--- src/rtl/sram_port_arbiter_pkg.sv ---
// Shared types and defaults for the SRAM port arbiter.
// Response-owner encoding and the default fetch starvation limit.
package sram_port_arbiter_pkg;

   localparam int unsigned STARVE_LIMIT_DEF = 4;

   typedef enum logic [1:0] {
      RSP_IDLE = 2'd0,
      RSP_INST = 2'd1,
      RSP_DATA = 2'd2
   } rsp_state_e;

   // Bits needed to count 0..limit inclusive
   function automatic int unsigned streak_w(input int unsigned limit);
      return (limit < 1) ? 1 : $clog2(limit + 1);
   endfunction

endpackage

--- src/rtl/arb_starve_ctr.sv ---
// Counts consecutive data grants taken while fetch waits; flags when fetch
// must be forced through.
module arb_starve_ctr
   import sram_port_arbiter_pkg::*;
#(
   parameter int unsigned STARVE_LIMIT = STARVE_LIMIT_DEF
) (
   input  logic clk,
   input  logic rstn,
   input  logic inst_req,
   input  logic inst_gnt,
   input  logic data_gnt,
   output logic force_inst_c
);

   localparam int unsigned SW = streak_w(STARVE_LIMIT);
   localparam logic [SW-1:0] LIMIT = SW'(STARVE_LIMIT);

   logic [SW-1:0] streak;

   // Saturating streak; any fetch grant or idle fetch clears it
   always_ff @(posedge clk) begin
      if (!rstn) begin
         streak <= '0;
      end else if (inst_gnt || !inst_req) begin
         streak <= '0;
      end else if (data_gnt && (streak != LIMIT)) begin
         streak <= streak + SW'(1);
      end
   end

   assign force_inst_c = (streak == LIMIT);

endmodule

--- src/rtl/sram_port_arbiter.sv ---
// Shares one single-port SRAM between fetch and memory stages, data first with
// a fetch starvation guard. Optional perf counters: ARB_PERF_CNT_EN.
module sram_port_arbiter
   import sram_port_arbiter_pkg::*;
#(
   parameter int unsigned ADDR_W       = 32,
   parameter int unsigned DATA_W       = 32,
   parameter int unsigned STARVE_LIMIT = STARVE_LIMIT_DEF
) (
   input  logic              clk,
   input  logic              rstn,
   input  logic              inst_req,
   input  logic [ADDR_W-1:0] inst_addr,
   output logic              inst_gnt,
   output logic              inst_rvalid,
   output logic [DATA_W-1:0] inst_rdata,
   input  logic              inst_flush,
   input  logic              data_req,
   input  logic [3:0]        data_we,
   input  logic [ADDR_W-1:0] data_addr,
   input  logic [DATA_W-1:0] data_wdata,
   output logic              data_gnt,
   output logic              data_rvalid,
   output logic [DATA_W-1:0] data_rdata,
   output logic              mem_en,
   output logic [3:0]        mem_we,
   output logic [ADDR_W-1:0] mem_addr,
   output logic [DATA_W-1:0] mem_wdata,
   input  logic [DATA_W-1:0] mem_rdata
`ifdef ARB_PERF_CNT_EN
   ,
   output logic [31:0]       perf_conflict_cnt,
   output logic [31:0]       perf_starve_cnt
`endif
);

   logic       force_inst_c;
   logic       inst_win_c;
   rsp_state_e rsp_state;
   logic       flush_pend;

   arb_starve_ctr #(
      .STARVE_LIMIT (STARVE_LIMIT)
   ) u_starve (
      .clk          (clk),
      .rstn         (rstn),
      .inst_req     (inst_req),
      .inst_gnt     (inst_gnt),
      .data_gnt     (data_gnt),
      .force_inst_c (force_inst_c)
   );

   // Fetch wins only when alone or when data has starved it long enough
   assign inst_win_c = inst_req && (!data_req || force_inst_c);
   assign inst_gnt   = rstn && inst_win_c;
   assign data_gnt   = rstn && data_req && !inst_win_c;

   always_comb begin
      mem_en    = 1'b0;
      mem_we    = 4'b0;
      mem_addr  = '0;
      mem_wdata = '0;
      if (inst_gnt) begin
         mem_en   = 1'b1;
         mem_addr = inst_addr;
      end else if (data_gnt) begin
         mem_en    = 1'b1;
         mem_we    = data_we;
         mem_addr  = data_addr;
         mem_wdata = data_wdata;
      end
   end

   // Owner of next cycle's mem_rdata; writes return nothing
   always_ff @(posedge clk) begin
      if (!rstn) begin
         rsp_state  <= RSP_IDLE;
         flush_pend <= 1'b0;
      end else begin
         if (inst_gnt) begin
            rsp_state <= RSP_INST;
         end else if (data_gnt && (data_we == 4'b0)) begin
            rsp_state <= RSP_DATA;
         end else begin
            rsp_state <= RSP_IDLE;
         end
         flush_pend <= inst_gnt && inst_flush;
      end
   end

   // A redirect in either the grant or the response cycle kills the fetch data
   assign inst_rvalid = rstn && (rsp_state == RSP_INST) && !flush_pend && !inst_flush;
   assign data_rvalid = rstn && (rsp_state == RSP_DATA);
   assign inst_rdata  = inst_rvalid ? mem_rdata : '0;
   assign data_rdata  = data_rvalid ? mem_rdata : '0;

`ifdef ARB_PERF_CNT_EN
   always_ff @(posedge clk) begin
      if (!rstn) begin
         perf_conflict_cnt <= '0;
         perf_starve_cnt   <= '0;
      end else begin
         if (inst_req && data_req) begin
            perf_conflict_cnt <= perf_conflict_cnt + 32'd1;
         end
         if (inst_gnt && data_req) begin
            perf_starve_cnt <= perf_starve_cnt + 32'd1;
         end
      end
   end
`endif

endmodule

--- config.mk ---
export PLATFORM = sky130hd
export DESIGN_NAME = sram_port_arbiter
export DESIGN_NICKNAME = d
export VERILOG_FILES = /design/src/rtl/sram_port_arbiter_pkg.sv /design/src/rtl/arb_starve_ctr.sv /design/src/rtl/sram_port_arbiter.sv
export SDC_FILE = /design/constraint.sdc
export NUM_CORES = 1
export LEC_CHECK = 0
export ABC_AREA = 1
export ABC_CLOCK_PERIOD_IN_PS = 3700
export CORE_AREA = 2 2 108 110
export DETAILED_ROUTE_END_ITERATION = 16
export DIE_AREA = 0 0 110 112
export PLACE_DENSITY_LB_ADDON = 0.3
export SLEW_MARGIN = 20
export SYNTH_ARGS = -nofsm -noshare
export SYNTH_HDL_FRONTEND = slang
export SYNTH_HIERARCHICAL = 1
export SYNTH_SLANG_ARGS = --single-unit
--- constraint.sdc ---
create_clock -name clk -period 3.7 [get_ports clk]
set_input_delay 0.925 -clock clk [delete_from_list [all_inputs] [get_ports clk]]
set_output_delay 0.925 -clock clk [all_outputs]
set_load 0.01 [all_outputs]
Word-level counts from Yosys, hierarchy flattened --
Index checks and enable logic that the tools add are counted.
Word-level totals: output and inout bits 137, word-level logic and storage cells 43, bits in registers 6
Cells by class: add/subtract/negate cells 1, reduce and logical (&&, ||, !) cells 21, eq/ne operators 4, bitwise operators 1, mux-type cells 12
Operators by type and width (number):
- two-way mux 32 bit | 6
- logical AND 1 bit | 11
- two-way mux 4 bit | 2
- zero test 1 bit | 5
- zero test 4 bit | 1
- OR reduction 2 bit | 2
- adder 3 x 1 -> 3 bit (second input constant) | 1
- equality test 3 bit (second input constant) | 1
- two-way mux 1 bit | 3
- inequality test 3 bit (second input constant) | 1
- equality test 2 x 1 -> 1 bit (second input constant) | 1
- equality test 2 bit (second input constant) | 1
- logical OR 1 bit | 2
- two-way mux 2 bit | 1
- inverter 1 bit | 1

Logic depth before layout (Yosys ltp) --
Gate-level depths: netlist of the first run.
depth after elaboration 8, gate-level depth with buffers 15

Modules after synthesis --
Netlist of the first run, hierarchy kept.
By module, submodules not included:
- sram_port_arbiter | times used 1, area each 1437.6 um^2, cells each 316
- arb_starve_ctr | times used 1, area each 183.9 um^2, cells each 27

Least setup slack after synthesis of the first run --
Ideal clock, no wire load.
kind in2out, start input port rstn, end output port data_rdata[10], arrival time 1756 ps, required time 2775 ps, slack 1019 ps, cell stages on the path 6, path buffers 2, cells stage by stage buf_4 -> nand2_1 -> nor2_1 -> inv_1 -> buf_2 -> nor2_1
Between the ends: cells in the longest elaborated chain, start to end 2
RTL lines:
- from (decl) | RTL line sram_port_arbiter.sv:11 | input logic rstn,
- logical AND 1 bit | RTL line sram_port_arbiter.sv:93 | assign data_rvalid = rstn && (rsp_state == RSP_DATA);
- via data_rvalid | RTL line sram_port_arbiter.sv:23 | output logic data_rvalid,
- two-way mux 32 bit | RTL line sram_port_arbiter.sv:95 | assign data_rdata = data_rvalid ? mem_rdata : '0;
- to (decl) | RTL line sram_port_arbiter.sv:24 | output logic [DATA_W-1:0] data_rdata,
The timed path passes the listed nets, and every way through them passes these cells.

Final worst setup path of the first run --
start input port rstn, end output port mem_addr[21]
Between the ends: cells in the longest elaborated chain, start to end 4, elaborated cells on any way between the ends 5, those cells by class mux: 2; reduce/logical: 3
RTL lines:
- logical AND 1 bit (2 in series) | RTL line sram_port_arbiter.sv:56 | assign data_gnt = rstn && data_req && !inst_win_c;
- two-way mux 32 bit | RTL line sram_port_arbiter.sv:66 | end else if (data_gnt) begin
- two-way mux 32 bit * | RTL line sram_port_arbiter.sv:63 | if (inst_gnt) begin
- to (decl) | RTL line sram_port_arbiter.sv:27 | output logic [ADDR_W-1:0] mem_addr,
Every way passes the cells marked *; elsewhere a longest branch is shown, timed or not.

==> qor.txt, run 1 <==
Avg Inst Size Synth: 4.728 µm²
Endpoint class of the critical path: primary output
Least-Margin Pin Slew: 249.7 ps
Crit start category: primary input
First-pass DRT Iterations: 4
Routed Antenna Nets: 0
Pre-CTS setup slack: 91.77 ps
Most common cell after layout, fill and taps aside: clkdlybuf4s50_1
Clk Latency, worst-skew pair: 230 ps
Final period util: 96.62%
Port Buffers: 273
Largest net degree at the start of global routing: 39
First-pass GRT wire length: 13430 µm
Core area: 11170 µm²
Worst hold path depth: 2
Vias in the first global route: 2960
Clk_skew: 0.3665 ps
Hold WC Path Type: register to register
Synthesized instance count: 343
Pwr Density: 130.7 nW/µm²
Pins over their slew limit: 0
Synthesis Warnings: 6
Cell variety after synth: 16
Grt ovf: 0
Vias: 3067
Mapped Nets: 482
Iter 0 DRT Violations: 122
Initial antenna violation count: 1
Clock Tree Buf Depth: 2
# setup viols final: 0
Chip Height: 112 µm
FF-to-FF path depth: 14
Commonest cells after routing, fill and taps aside: clkdlybuf4s50_1, nor2_1, inv_1
Final nets: 748
Crit path required time: 2770 ps
Worst EP arrival: 2650 ps
H-Tree Depth: 1
Worst slew margin: 83.30%
Diode count: 0
I/O Pins: 274
CTS Buf Count: 3
Final hold vios: 0
Min Tclk post-route: 3575 ps
Die Span X: 110 µm
Max VDD drop: 0.09765 mV
Final Worst Setup Slack: 124.9 ps
GPL Wtd Cong: 0.7597
TritonCTS clock tree: yes
Area grow syn2layout: 187.1%
Vias per std cell: 4.089
Setup Crit Path Kind: primary input to primary output
Die Area: 12320 µm²
RSZ-0062 raised after global routing: no
Outcome: finished clean
GRT Overall Usage: 13.57%
Root buffer cell: clkbuf_16
Initial Utilization: 14.51%
Total Wirelength: 9210 µm
Maximum clock frequency: 279.7 MHz
Total of max-cap violations: 0
Post-Route Setup TNS: 0 ps
Yosys reg bits: 6
Cell area after synthesis: 1622 µm²
Clk pin slew, worst setup/hold paths: 30 ps
DR DRC count: 0
Wirelength per Cell: 12.28 µm
HPWL after detailed placement: 7824 µm
Share of cells above drive strength 1: 5.766%
CP max FO: 32
Leakage power: 0.002190 µW
Row count: 39
TritonCTS Sinks: 6
Seq/Total Area, Yosys: 7.407%
synthesized netlist by cell type (all sizes together):
cell	count	area share, %
nor2	109	27
inv	82	19
nand2	45	11
nand3	36	11
nand4	34	13
buf	18	6.9
clkbuf	9	2.1
dfxtp	6	7.4
a21oi	2	0.62
ha	2	1.5
power breakdown:
group | switching (µW) | internal [µW]
Sequential | 0.935 | 66.6
Combinational | 136 | 230
Clock | 36.1 | 139
what timing repair did:
item	in CTS	in global routing
hold buffers	0	0
setup buffers	0	0
gates resized for setup	0	2
endpoints found under the setup margin	0	14
worst max-delay path: stages:
cell             delay (ps)
clkdlybuf4s50_1         510
buf_4                   140
nand2_2                  60
inv_2                    80
buf_12                  180
nand3_1                 120
nand2_1                  80
clkdlybuf4s50_1         550
per-layer routing:
| layer | up-vias | part of all wire [%] | global-route usage, % |
|---|---|---|---|
| met4 | 2 | 0.45 | 2.616 |
| met2 | 168 | 52 | 27.03 |
| met1 | 1336 | 35 | 13.37 |
| li1 | 1557 | - | - |
| met3 | 4 | 12 | 4.098 |
| met5 | - | 0.17 | 0 |
cells by family after synthesis:
logic type	count (synthesis)	synth area share (%)
AOI/OAI and AO/OA	2	0.6173
adders and majority gates	2	1.543
buffers and inverters	109	27.93
DFF	6	7.408
and+or+nand+nor	224	62.50
layout make-up:
class / count / area, µm²
sequential: 6 / 120.1
clock buffer: 3 / 75.07
tap: 143 / 178.9
multi-input combinational: 228 / 1051
inverter: 82 / 307.8
timing repair buffer: 288 / 2923
fill: 1201 / 6519
through the flow:
step | util, % | cell area (µm²) | hold WS (ps) | power, µW | instances
6_report | 41.66 | 4656 | 514.4 | 608.6 | 750
4_1_cts | 41.62 | 4651 | 515.7 | 617.4 | 750
5_1_grt | 41.66 | 4656 | 549.6 | 646.7 | 750
2_1_floorplan | - | 1622 | 477.5 | 182.7 | 343
3_5_place_dp | 40.95 | 4576 | 506.5 | 437.9 | 747
3_3_place_gp | 40.95 | 4576 | 489.4 | 434.8 | 747
sequential cells by signal (all words and copies together) (netlist names):
signal	cells
flush_pend	1
rsp_state	2
u_starve/streak	3
worst paths after layout:
path,from,endpoint,slack (ps)
min reg2reg,u_starve/streak[1]$_SDFFE_PP0P_,u_starve/streak[1]$_SDFFE_PP0P_,510
min,u_starve/streak[1]$_SDFFE_PP0P_,u_starve/streak[1]$_SDFFE_PP0P_,510
max,rstn,mem_addr[21],120
max reg2reg,u_starve/streak[0]$_SDFFE_PP0P_,u_starve/streak[2]$_SDFFE_PP0P_,1800
Note: power is estimated with default switching activity, not from simulation.
==> inputs of run 2 (changes only) <==
==> constraint.sdc (replaced) <==
create_clock -name clk -period 3.7 [get_ports clk]
set_input_delay 0.925 -clock clk [delete_from_list [all_inputs] [get_ports clk]]
set_output_delay 0.925 -clock clk [all_outputs]
set_load 0.005 [all_outputs]
==> run 2 against run 1 <==
  * Critical path depth stayed put
  * Count of clock-buffer cells in the layout stayed put
  * Die area stayed put
  * Critical path type unchanged
  * Critical endpoint unchanged
  * Largest cell class unchanged
  * Largest power group unchanged
==> qor.txt, run 2 (same netlist as run 1, synthesis figures left out) <==
FF/Latch Area: 120.1 µm²
Final hold vios: 0
Wirelength per Cell: 12.26 µm
Max VDD drop: 0.1116 mV
# fillers: 1204
CP max stage delay: 510 ps
Commonest cells after routing, fill and taps aside: clkdlybuf4s50_1, nor2_1, inv_1
Least-Margin Pin Slew: 245.1 ps
FF-to-FF setup slack: 1810 ps
DR DRC count: 0
H-Tree Depth: 1
Cell breakdown of the critical path: clkdlybuf4s50_1 > buf_4 > nand2_2 > inv_2 > buf_12 > nand3_1 > nand2_1 > clkdlybuf4s50_1
Clk pin slew, worst setup/hold paths: 30 ps
Placed Area: 4576 µm²
Root buffer cell: clkbuf_16
Clk Latency, worst-skew pair: 220 ps
Max FFs per register: 3
Outcome: finished clean
Min-delay src: u_starve/streak[1]$_SDFFE_PP0P_
Largest registers: u_starve/streak x3, rsp_state x2, flush_pend x1
First-pass DRT Iterations: 4
Pwr Density: 126.8 nW/µm²
Chip Height: 112 µm
TritonCTS Sinks: 6
Grt ovf: 0
HPWL after detailed placement: 7790 µm
CTS Buf Count: 3
Worst Hold Endpoint: u_starve/streak[1]$_SDFFE_PP0P_
CP bufs+invs: 5
Crit start category: primary input
Critical R2R Launch: u_starve/streak[0]$_SDFFE_PP0P_
Pins over their slew limit: 0
Final Worst Setup Slack: 162.2 ps
Area of the multi-input gates: 1049 µm²
Setup Crit Path Kind: primary input to primary output
Largest net degree at the start of global routing: 39
# setup viols final: 0
FF-to-FF path depth: 14
Clk_skew: 0.5074 ps
Core area: 11170 µm²
Pre-CTS setup slack: 141.0 ps
Diode count: 0
Crit path required time: 2770 ps
Leakage power: 0.002173 µW
Share of cells above drive strength 1: 5.601%
Post-Route Setup TNS: 0 ps
Initial Utilization: 14.51%
Die Area: 12320 µm²
Final period util: 95.62%
Pwr Total: 589.7 µW
GPL Wtd Cong: 0.7597
Port Buffers: 273
Vias per std cell: 4.124
Routed Antenna Nets: 0
First-pass GRT wire length: 13660 µm
Fin area: 4651 µm²
Hold-fix buffers, CTS: 0
Vias: 3093
Worst slew margin: 83.61%
Die Span X: 110 µm
Most common cell after layout, fill and taps aside: clkdlybuf4s50_1
CP max FO: 32
Top reg by flops: u_starve/streak
Endpoint class of the critical path: primary output
Row count: 39
Vias in the first global route: 2995
GRT Overall Usage: 13.66%
RR Endpoint: u_starve/streak[2]$_SDFFE_PP0P_
Worst EP arrival: 2610 ps
TritonCTS clock tree: yes
Post-CTS Resized: 0
Crit path max-delay family: buffers and inverters
Area grow syn2layout: 186.8%
Setup Fix Bufs, Post-CTS: 0
Worst hold path depth: 2
I/O Pins: 274
Min Tclk post-route: 3538 ps
Hold WC Path Type: register to register
Total Wirelength: 9196 µm
Final nets: 748
Initial antenna violation count: 1
Most Frequent Cell on Critical Path: clkdlybuf4s50_1
RSZ-0062 raised after global routing: no
Final Core Density: 41.62%
Clock Tree Buf Depth: 2
Slowest CP cell: clkdlybuf4s50_1
Maximum clock frequency: 282.7 MHz
Total of max-cap violations: 0
Iter 0 DRT Violations: 142
[run 2: cell types whose count changed in the layout (fill, tap and decap cells not counted), sizes merged]
cell / delta
clkdlybuf4s50: +1
dlymetal6s2s: -1
[run 2: per-stage QoR]
| step | hold WS (ps) | instances |
|---|---|---|
| 2_1_floorplan | 477.5 | 343 |
| 3_3_place_gp | 489.5 | 747 |
| 3_5_place_dp | 523.8 | 747 |
| 4_1_cts | 528.9 | 750 |
| 5_1_grt | 552.6 | 750 |
| 6_report | 523.3 | 750 |
[run 2: layout make-up]
class	instances	share of cell area [%]
clock buffer	3	1.614
inverter	82	6.618
multi-input combinational	228	22.55
sequential	6	2.583
tap	143	3.847
timing repair buffer	288	62.79
[run 2: worst register-to-register path, cell delays in order (launching register included)]
cell,delay [ps]
dfxtp_1,360
inv_1,60
ha_1,220
nand2_2,110
inv_1,50
inv_1,50
nand2_2,70
nand2_2,100
nand2_1,100
buf_12,180
inv_1,110
buf_4,150
nand3_1,80
nor2_1,80
nor2_1,50
[run 2: report_power, final]
part	internal (µW)	switching, µW
sequential	66.6	0.827
combinational	230	120
clock	138	33.9
total	435	155
[run 2: routing by layer]
metal / vias up / global-route usage (%) / wire length, µm
met4: 2 / 3.207 / 70
met1: 1356 / 13.38 / 3181
met3: 6 / 4.157 / 1153
met2: 172 / 27.03 / 4777
met5: - / 0 / 13
li1: 1557 / - / -
[run 2: how the worst max path moves through the flow]
stage,cells past startpoint,slack [ps],endpoint,start
after detailed placement,8,140,mem_wdata[22],rstn
after global routing,8,10,mem_addr[21],rstn
after CTS,6,130,mem_en,rstn
final,8,160,mem_addr[21],rstn
after global placement,5,110,mem_en,inst_req
after floorplan,7,1130,data_gnt,rstn
